`src/rtl/jpu_mem_arbiter.sv`:
```
// Two-master arbiter in front of one single-ported bus slave: fixed data (M0) priority,
// anti-starvation for instruction fetch (M1), one outstanding transaction, bus timeout.
module jpu_mem_arbiter #(
    parameter int unsigned MAX_STARVE = 4,
    parameter int unsigned TIMEOUT    = 16,
    parameter int unsigned TW         = 8
) (
    input  logic        clk,
    input  logic        rst,
    input  logic        m0_req,
    input  logic        m0_we,
    input  logic [29:0] m0_addr,
    input  logic [31:0] m0_wdata,
    input  logic [3:0]  m0_mask,
    output logic        m0_ack,
    output logic        m0_err,
    output logic [31:0] m0_rdata,
    input  logic        m1_req,
    input  logic        m1_we,
    input  logic [29:0] m1_addr,
    input  logic [31:0] m1_wdata,
    input  logic [3:0]  m1_mask,
    output logic        m1_ack,
    output logic        m1_err,
    output logic [31:0] m1_rdata,
    output logic        s_req,
    output logic        s_we,
    output logic [29:0] s_addr,
    output logic [31:0] s_wdata,
    output logic [3:0]  s_mask,
    input  logic        s_ack,
    input  logic        s_err,
    input  logic [31:0] s_rdata,
    output logic [1:0]  grant
);

    localparam int unsigned SW = $clog2(MAX_STARVE + 1);

    typedef enum logic [1:0] {
        IDLE  = 2'd0,
        BUSY0 = 2'd1,
        BUSY1 = 2'd2
    } state_e;

    state_e         state_q, state_d;
    logic [SW-1:0]  starve_q, starve_d;
    logic [TW-1:0]  timer_q, timer_d;
    logic           resp, timeout, done;

    // State and counter registers
    always_ff @(posedge clk) begin
        if (rst) begin
            state_q  <= IDLE;
            starve_q <= '0;
            timer_q  <= '0;
        end else begin
            state_q  <= state_d;
            starve_q <= starve_d;
            timer_q  <= timer_d;
        end
    end

    // Completion detection; a response coinciding with reset is dropped
    always_comb begin
        resp    = s_ack | s_err;
        timeout = (TIMEOUT != 0) && (state_q != IDLE) && !resp
                  && (timer_q == TW'(TIMEOUT - 1));
        done    = (state_q != IDLE) && (resp || timeout) && !rst;
    end

    // Next-state, arbitration and counter update
    always_comb begin
        state_d  = state_q;
        starve_d = starve_q;
        timer_d  = timer_q;
        case (state_q)
            IDLE: begin
                timer_d = '0;
                if (m0_req && m1_req) begin
                    state_d = (starve_q == SW'(MAX_STARVE)) ? BUSY1 : BUSY0;
                end else if (m0_req) begin
                    state_d = BUSY0;
                end else if (m1_req) begin
                    state_d = BUSY1;
                end
                if (state_d == BUSY1) begin
                    starve_d = '0;
                end else if (state_d == BUSY0 && m1_req && starve_q != SW'(MAX_STARVE)) begin
                    starve_d = starve_q + SW'(1);
                end
            end
            BUSY0, BUSY1: begin
                if (done) begin
                    state_d = IDLE;
                end
                // Saturating count keeps a stuck slave from wrapping past the limit
                if ((TIMEOUT != 0) && !resp && (timer_q != '1)) begin
                    timer_d = timer_q + TW'(1);
                end
            end
            default: state_d = IDLE;
        endcase
    end

    // Slave-side mux and master-side completion pass-through
    always_comb begin
        s_req    = (state_q != IDLE);
        s_we     = 1'b0;
        s_addr   = '0;
        s_wdata  = '0;
        s_mask   = '0;
        grant    = {state_q == BUSY1, state_q == BUSY0};
        m0_ack   = done && (state_q == BUSY0);
        m1_ack   = done && (state_q == BUSY1);
        m0_err   = m0_ack && (s_err || timeout);
        m1_err   = m1_ack && (s_err || timeout);
        m0_rdata = m0_ack ? s_rdata : '0;
        m1_rdata = m1_ack ? s_rdata : '0;
        case (state_q)
            BUSY0: begin
                s_we    = m0_we;
                s_addr  = m0_addr;
                s_wdata = m0_wdata;
                s_mask  = m0_mask;
            end
            BUSY1: begin
                s_we    = m1_we;
                s_addr  = m1_addr;
                s_wdata = m1_wdata;
                s_mask  = m1_mask;
            end
            default: ;
        endcase
    end

endmodule
```
`config.mk`:
```
export PLATFORM = sky130hd
export DESIGN_NAME = jpu_mem_arbiter
export DESIGN_NICKNAME = d
export VERILOG_FILES = /design/src/rtl/jpu_mem_arbiter.sv
export SDC_FILE = /design/constraint.sdc
export NUM_CORES = 1
export LEC_CHECK = 0
export CAP_MARGIN = 10
export CORE_AREA = 2 2 119 121
export CTS_CLUSTER_DIAMETER = 80
export DETAILED_ROUTE_END_ITERATION = 12
export DIE_AREA = 0 0 121 123
export PLACE_DENSITY_LB_ADDON = 0.3
export SLEW_MARGIN = 20
export SYNTH_ARGS = -nofsm -noshare
export SYNTH_HDL_FRONTEND = slang
export SYNTH_SLANG_ARGS = --single-unit
```
`constraint.sdc`:
```
create_clock -name clk -period 4.7 [get_ports clk]
set_input_delay 0.705 -clock clk [delete_from_list [all_inputs] [get_ports clk]]
set_output_delay 0.705 -clock clk [all_outputs]
set_load 0.05 [all_outputs]
```
# After elaboration in Yosys (flattened, before gate mapping)
# Cells that the tools add are included.
dict set report op_classes {
  addsub 2
  multipliers 0
  n_div 0
  order_cmp 0
  eq_ne 10
  shifts 0
  mux 17
  n_bitwise 1
  n_reduce_logical 23
}
# op n
set ops {}
lappend ops {{$mux W32} 2}
lappend ops {{$pmux W32 S2} 1}
lappend ops {{$pmux W30 S2} 1}
lappend ops {{$pmux W8 S2} 1}
lappend ops {{$logic_and A1 B1 Y1} 12}
lappend ops {{$mux W2} 6}
lappend ops {{$add A8 B1 Y8 const B} 1}
lappend ops {{$eq A8 B4 Y1 const B} 1}
lappend ops {{$mux W8} 1}
lappend ops {{$ne A8 B8 Y1 const B} 1}
lappend ops {{$pmux W4 S2} 1}
lappend ops {{$mux W3} 2}
lappend ops {{$reduce_bool A2 Y1} 3}
lappend ops {{$eq A2 B1 Y1 const B} 2}
lappend ops {{$eq A2 B2 Y1 const B} 2}
lappend ops {{$ne A2 B2 Y1 const B} 2}
lappend ops {{$pmux W2 S2} 1}
lappend ops {{$reduce_and A2 Y1} 2}
lappend ops {{$add A3 B1 Y3 const B} 1}
lappend ops {{$eq A3 B3 Y1 const B} 1}
lappend ops {{$ne A3 B3 Y1 const B} 1}
lappend ops {{$logic_not A1 Y1} 2}
lappend ops {{$logic_not A2 Y1} 1}
lappend ops {{$logic_or A1 B1 Y1} 2}
lappend ops {{other kinds (3)} 3}
dict set report word_totals {
  ff_bits 13
  latchBits 0
  ramBits 0
  rom_bits 0
  input_bits 172
  out_inout_bits 138
  word_cells 56
  mem_count 0
}

# Longest topological paths before layout
# Gate-level depths: netlist (run 1).
dict set report logic_depth {
  word_depth 9
  depth_mapped 7
  depth_no_buf 6
}

# Worst setup path after synthesis (run 1)
# No wires, ideal clock.
dict set report synth_path {
  path_kind {register to output}
  from {register state_q[0]}
  to {output port s_wdata[1]}
  arrival_ns 2.489
  t_required_ns 3.995
  slack_ns 1.506
  path_stages_with_launch 8
  n_path_buf 3
  cell_sequence {dfxtp_1 -> inv_1 -> ha_1 -> clkbuf_1 -> clkbuf_1 -> buf_1 -> a22oi_1 -> nor2b_1}
}
dict set report synth_between {
  elab_chain_len 2
  elab_cells_between_ends 3
  classes_between {2 x eq/ne; 1 x mux}
}
# element line
set synth_lines {}
lappend synth_lines {{start: declaration} 45} ;# state_e state_q, state_d;
lappend synth_lines {{start signal: assignment} 57} ;# state_q <= state_d;
lappend synth_lines {{$eq A2 B2 Y1} n/a}
lappend synth_lines {{net grant[1]} 34} ;# output logic [1:0] grant
lappend synth_lines {{$pmux W32 S2} 119} ;# case (state_q)
lappend synth_lines {{end: declaration} 29} ;# output logic [31:0] s_wdata,
# The timed path passes the listed nets, and every way through them passes these cells.

# Worst setup path after layout (run 1)
dict set report layout_path {
  from {input port rst}
  to {output port m1_rdata[0]}
}
dict set report layout_between {
  elab_chain_len 4
}
# element line
set layout_lines {}
lappend layout_lines {{start: declaration} 9} ;# input logic rst,
lappend layout_lines {{$logic_not A1 Y1} 68} ;# done = (state_q != IDLE) && (resp || timeout) && !rst;
lappend layout_lines {{$logic_and A1 B1 Y1} 68}
lappend layout_lines {{$logic_and A1 B1 Y1} 114} ;# m1_ack = done && (state_q == BUSY1);
lappend layout_lines {{$mux W32} 118} ;# m1_rdata = m1_ack ? s_rdata : '0;
lappend layout_lines {{end: declaration} 25} ;# output logic [31:0] m1_rdata,
# Every way passes these cells.

==> results of run 1 <==
## final timing paths
path,startpoint,endpoint,slack [ns],cells past startpoint
worst max-delay path,rst,m1_rdata[0],0.83,7
worst min-delay path,timer_q[1],timer_q[1],0.51,2
worst max register to register,state_q[1],timer_q[7],1.60,7
worst min register to register,timer_q[1],timer_q[1],0.51,2
## kinds of logic after synthesis
| group | count (synthesis) | share of synthesized area, % |
|---|---|---|
| XOR/XNOR | 2 | 0.754 |
| buffers and inverters | 37 | 7.97 |
| AND/OR/NAND/NOR | 171 | 45.4 |
| multiplexers | 1 | 0.431 |
| AO/OA/AOI/OAI | 95 | 31.0 |
| flip-flops | 13 | 11.2 |
| adder cells (fa/ha/maj) | 6 | 3.23 |
## tightest hold or removal path: stages, from the launching register on
cell     delay, ns
dfxtp_1       0.33
nand3_1       0.07
a21oi_1       0.06
## stage by stage
stage	worst slack [ns]	utilization (%)	power, uW
finish	0.829	41.3	1910
CTS	0.812	41.3	1930
floorplan	1.51	-	1190
global route	0.622	41.3	2030
detailed placement	0.821	40.7	1770
global placement	0.881	40.7	1740
## sequential cells by signal, summed over array words and instances (netlist names)
signal,cells
starve_q,3
state_q,2
timer_q,8
## cell type report
class,count,share of cell area (%)
clock buffers,4,1.40
inverters,6,0.401
multi-input cells,275,33.5
flip-flops and latches,13,4.63
well taps,180,4.01
repair buffers,313,56.0
## layout by cell type (no fill, tap or decap), types with 4 or more instances in the layout
| master | netlist | routed |
|---|---|---|
| dfxtp_1 | 13 | 13 |
| nand4_1 | 4 | 4 |
| inv_1 | 6 | 6 |
| and2_1 | 58 | 58 |
| clkdlybuf4s50_1 | 0 | 309 |
| nor2b_1 | 71 | 71 |
| a22oi_1 | 67 | 67 |
| nand3_1 | 6 | 6 |
| nor2_1 | 8 | 8 |
| and2_2 | 6 | 6 |
| nand2_1 | 6 | 6 |
## report_power, final
group	switching, uW	internal, uW
Combinational	968	647
Clock	47.2	114
Sequential	14.0	124
## layer usage
layer / up-vias / part of all wire [%]
li1: 1735 / -
met3: 10 / 6.9
met2: 142 / 52
met4: 0 / 0.94
met5: - / 0
met1: 1651 / 41
==> summary.md, run 1 <==
| Metric | Value |
|---|---|
| Delay-heaviest family, CP | buffers and inverters |
| Hold Path Class | reg -> reg |
| ANT cells | 0 |
| Setup_tns | 0 ns |
| Slowest CP cell | clkdlybuf4s50_1 |
| Multi-input gate area | 1890 sq um |
| Worst Path Buf+Inv | 3 |
| EDFF count, synth | 0 |
| Min Hold Slack | 0.508 ns |
| Overall routing resource usage | 15.2% |
| Number of global-route vias before repair | 3210 |
| CTS Hold Bufs | 0 |
| CP Data Required Time | 3.99 ns |
| Dominant cell type by area after synthesis | a22oi_1 |
| Reg clk slew, reported paths | 0.04 ns |
| Final Hold Viols | 0 |
| Syn Inst Count | 325 |
| Number of routed nets with antenna violations | 0 |
| Syn nets | 503 |
| Via/cell ratio | 4.47 |
| Worst relative slew slack | 36.1% |
| Clk Latency, worst-skew pair | 0.24 ns |
| Placed Area | 5540 sq um |
| Minimum clock period | 3.87 ns |
| Dominant cells by area after synthesis | a22oi_1, nor2b_1, and2_1 |
| WL final | 13.0 mm |
| # DRC | 0 |
| Initial Util | 17.1% |
| Post-CTS Resized | 0 |
| Share of the synthesized area in the top cell type | 21.6% |
| Die X | 121 um |
| Setup violators final | 0 |
| FF+latch count, synth | 13 |
| Setup Fix Bufs, Post-CTS | 0 |
| Core area | 13600 sq um |
| RSZ-0062 raised after global routing | no |
| CTS max path bufs | 2 |
| Status | completed |
| Setup CP Type | in -> out |
| GRT overflow | 0 |
| Placed Cells | 787 |
| Register area | 260 sq um |
| Final #Nets | 790 |
| Max stage delay on crit path | 0.80 ns |
| # H-tree levels | 1 |
| Die Y | 123 um |
| Share of layout cells above drive strength 1 | 3.44% |
| Crit-path max FO | 33 |
| Filler cell count | 1347 |
| CTS root buffer | clkbuf_16 |
| First-pass GRT wire length | 18.2 mm |
| IO Count | 310 |
| Met2 Usage GRT | 27.6% |
| Most frequent cell after synthesis | nor2b_1 |
| Critical path arrival | 3.17 ns |
| FP Rows | 43 |
| Pin count of the biggest net entering global routing | 69 |
| Routed length per instance | 16.5 um |
| Final clock skew | 0.00214 ns |
| DP HPWL | 10.4 mm |
| Global route hottest layer | met2 |
| CP dominant cell by count | clkdlybuf4s50_1 |
| P per Cell Area | 341 nW/um^2 |
| Slew Limit Fails | 0 |
| Die ar. | 14900 sq um |
| Detailed Route Iter0 Violations | 149 |
| Via count | 3538 |
| Async set or reset register ratio after synthesis | 0% |
| Commonest cells in the netlist | nor2b_1, a22oi_1, and2_1 |
| Yosys Warn Count | 0 |
| Tcrit/Tclk final | 82.4% |
| Yosys cell types | 45 |
| Non-Filler Instances | 791 |
| TritonCTS clock tree | built |
| RePlAce Congestion | 0.808 |
| FMAX | 0.258 GHz |
| Crit-path cells | clkdlybuf4s50_1 -> buf_4 -> nor2_1 -> nand2_1 -> a21oi_4 -> and2_2 -> clkdlybuf4s50_1 |
| Inserted Clock Buffers | 3 |
| Antenna violations before repair | 0 |
| Setup crit start kind | input port |
| Register area share after synthesis | 11.2% |
| Synth Area per Inst | 7.15 sq um |
| Worst setup EP type | output pin |
| Least-Margin Pin Slew | 0.958 ns |
| Max Cap Violations | 0 |
| P&R area growth vs syn | 142% |
| Port bufs | 309 |
| Routing usage on met1 | 19.3% |
| DR pass1 iterations | 4 |
| Netlist Area Pre-Place | 2320 sq um |
| Grt met3 use | 2.44% |
| Ys flop type | dfxtp_1 |
| Static leakage | 0.00185 uW |
| Sink Count | 13 |
| VDD IR-drop max | 0.276 mV |
| Fin area | 5620 sq um |
(Power assumes the default switching activity.)
==> run 2, diff against run 1 <==
--- a/config.mk
+++ b/config.mk
@@ -6,10 +6,10 @@
 export NUM_CORES = 1
 export LEC_CHECK = 0
 export CAP_MARGIN = 10
-export CORE_AREA = 2 2 119 121
+export CORE_AREA = 2 2 120 122
 export CTS_CLUSTER_DIAMETER = 80
 export DETAILED_ROUTE_END_ITERATION = 12
-export DIE_AREA = 0 0 121 123
+export DIE_AREA = 0 0 122 124
 export PLACE_DENSITY_LB_ADDON = 0.3
 export SLEW_MARGIN = 20
 export SYNTH_ARGS = -nofsm -noshare
==> constraint.sdc (replaced) <==
create_clock -name clk -period 3.6 [get_ports clk]
set_input_delay 0.54 -clock clk [delete_from_list [all_inputs] [get_ports clk]]
set_output_delay 0.54 -clock clk [all_outputs]
set_load 0.05 [all_outputs]
==> summary.md, run 2 (same netlist as run 1, synthesis figures left out) <==
| Metric | Value |
|---|---|
| ANT cells | 0 |
| Static leakage | 0.00219 uW |
| Worst relative slew slack | 54.3% |
| Most frequent cells in the layout | clkdlybuf4s50_1, nor2b_1, a22oi_1, buf_12, and2_1 |
| Setup Fix Bufs, Post-CTS | 0 |
| WL final | 13.4 mm |
| Register area | 260 sq um |
| Hold Path Class | reg -> reg |
| Pwr Total | 2590 uW |
| First-pass GRT wire length | 18.5 mm |
| VDD IR-drop max | 0.278 mV |
| Final clock skew | 0.00143 ns |
| CTS max path bufs | 2 |
| CP Data Required Time | 3.06 ns |
| Largest register FFs | 8 |
| Tcrit/Tclk final | 90.8% |
| R2r setup slk | 1.13 ns |
| Max Cap Violations | 0 |
| GRT overflow | 0 |
| Share of layout cells above drive strength 1 | 14.8% |
| FP Rows | 43 |
| Initial Util | 16.9% |
| P per Cell Area | 412 nW/um^2 |
| Pin count of the biggest net entering global routing | 65 |
| Hold path depth | 2 |
| Final Hold Viols | 0 |
| Worst Setup SP | timer_q[4] |
| Most common library cell in the layout ignoring fill and taps | clkdlybuf4s50_1 |
| Slowest CP cell | clkdlybuf4s50_1 |
| Least-Margin Pin Slew | 0.686 ns |
| Filler cell count | 1289 |
| Final #Nets | 795 |
| Via/cell ratio | 4.45 |
| R2R cell count | 6 |
| Number of global-route vias before repair | 3332 |
| Placed Area | 6220 sq um |
| DR pass1 iterations | 4 |
| Core area | 13700 sq um |
| RePlAce Congestion | 0.769 |
| Hold path start | timer_q[1] |
| Top flop regs | timer_q x8, starve_q x3, state_q x2 |
| Overall routing resource usage | 15.5% |
| RSZ-0062 raised after global routing | no |
| Max stage delay on crit path | 0.82 ns |
| Critical path arrival | 2.73 ns |
| # DRC | 0 |
| Setup violators final | 0 |
| Minimum clock period | 3.27 ns |
| Crit-path cells | or4_1 -> or3_4 -> o21bai_1 -> nor2b_1 -> clkdlybuf4s50_1 |
| DP HPWL | 11.3 mm |
| Crit-path max FO | 8 |
| Status | completed |
| Min Hold Slack | 0.522 ns |
| Setup_tns | 0 ns |
| Reg clk slew, reported paths | 0.05 ns |
| # H-tree levels | 1 |
| Sink Count | 13 |
| Reg2reg end | timer_q[7] |
| Multi-input gate area | 1880 sq um |
| Non-Filler Instances | 796 |
| Placed Cells | 792 |
| Antenna violations before repair | 0 |
| CTS root buffer | clkbuf_16 |
| Setup CP Type | reg -> out |
| Post-CTS Resized | 0 |
| Most flops, register | timer_q |
| Die Y | 124 um |
| Fin area | 6300 sq um |
| Setup crit start kind | flip-flop |
| TritonCTS clock tree | built |
| Number of routed nets with antenna violations | 0 |
| Die ar. | 15100 sq um |
| Worst setup EP type | output pin |
| P&R area growth vs syn | 171% |
| Clk Latency, worst-skew pair | 0.24 ns |
| Routed length per instance | 16.8 um |
| CTS Hold Bufs | 0 |
| Slew Limit Fails | 0 |
| Via count | 3544 |
| FMAX | 0.306 GHz |
| Detailed Route Iter0 Violations | 170 |
| Reg-to-reg startpoint | state_q[1] |
| IO Count | 310 |
| Die X | 122 um |
| Port bufs | 309 |
| Inserted Clock Buffers | 3 |
| Worst Hold End | timer_q[1] |
==> run 2: cell types whose count changed in the layout (fill, tap and decap cells not counted) <==
cell,previous run,this run
clkdlybuf4s50_1,309,243
buf_12,2,67
buf_4,2,8
ha_1,3,4
ha_2,3,2
==> run 2: worst max path at each step <==
stage	slack, ns	to
2_1_floorplan	0.57	s_wdata[1]
3_3_place_gp	0.61	m0_err
3_5_place_dp	0.56	m0_err
4_1_cts	0.30	m0_err
5_1_grt	0.21	m0_err
6_report	0.33	m0_err
==> run 2: worst max-delay path: cells and delay by family (launching register included) <==
kind	cells	cell delay [ns]
buffers and inverters	1	0.82
AOI/OAI and AO/OA	1	0.19
DFF	1	0.37
and+or+nand+nor	3	1.10
==> run 2: layout make-up <==
class	instances	share of cell area, %
Multi-Input combinational cell	275	29.9
Clock buffer	4	1.25
Inverter	6	0.357
Timing Repair Buffer	318	60.8
Sequential cell	13	4.13
Tap cell	180	3.57
==> run 2: where the power goes <==
group	total, uW	leakage [uW]	internal [uW]	switching (uW)
clock	214	0.0000382	150	64.2
combinational	2200	0.00204	926	1280
sequential	179	0.000105	162	17.1
total	2590	0.00219	1240	1360
==> run 2: through the flow <==
stage                     utilization [%]  setup slack (ns)
after global placement               45.4             0.612
final                                45.9             0.331
after detailed placement             45.4             0.564
after global routing                 45.9             0.211
after floorplan                         -             0.571
after CTS                            45.9             0.303
==> run 2: routing by layer <==
layer / vias up / share of wire [%] / routed length [um] / global-route usage [%]
met3: 15 / 9.1 / 1210 / 4.40
li1: 1741 / - / - / -
met1: 1605 / 39 / 5190 / 18.4
met4: 0 / 1.3 / 174 / 2.95
met2: 183 / 51 / 6780 / 28.0
met5: - / 0 / 0 / 0
==> run 3, diff against run 2 <==
--- a/config.mk
+++ b/config.mk
@@ -8,6 +8,7 @@
 export CAP_MARGIN = 10
 export CORE_AREA = 2 2 120 122
 export CTS_CLUSTER_DIAMETER = 80
+export CTS_CLUSTER_SIZE = 30
 export DETAILED_ROUTE_END_ITERATION = 12
 export DIE_AREA = 0 0 122 124
 export PLACE_DENSITY_LB_ADDON = 0.3
==> results of run 3 <==
Final layout, timing and power as in run 2 (identical DEF).
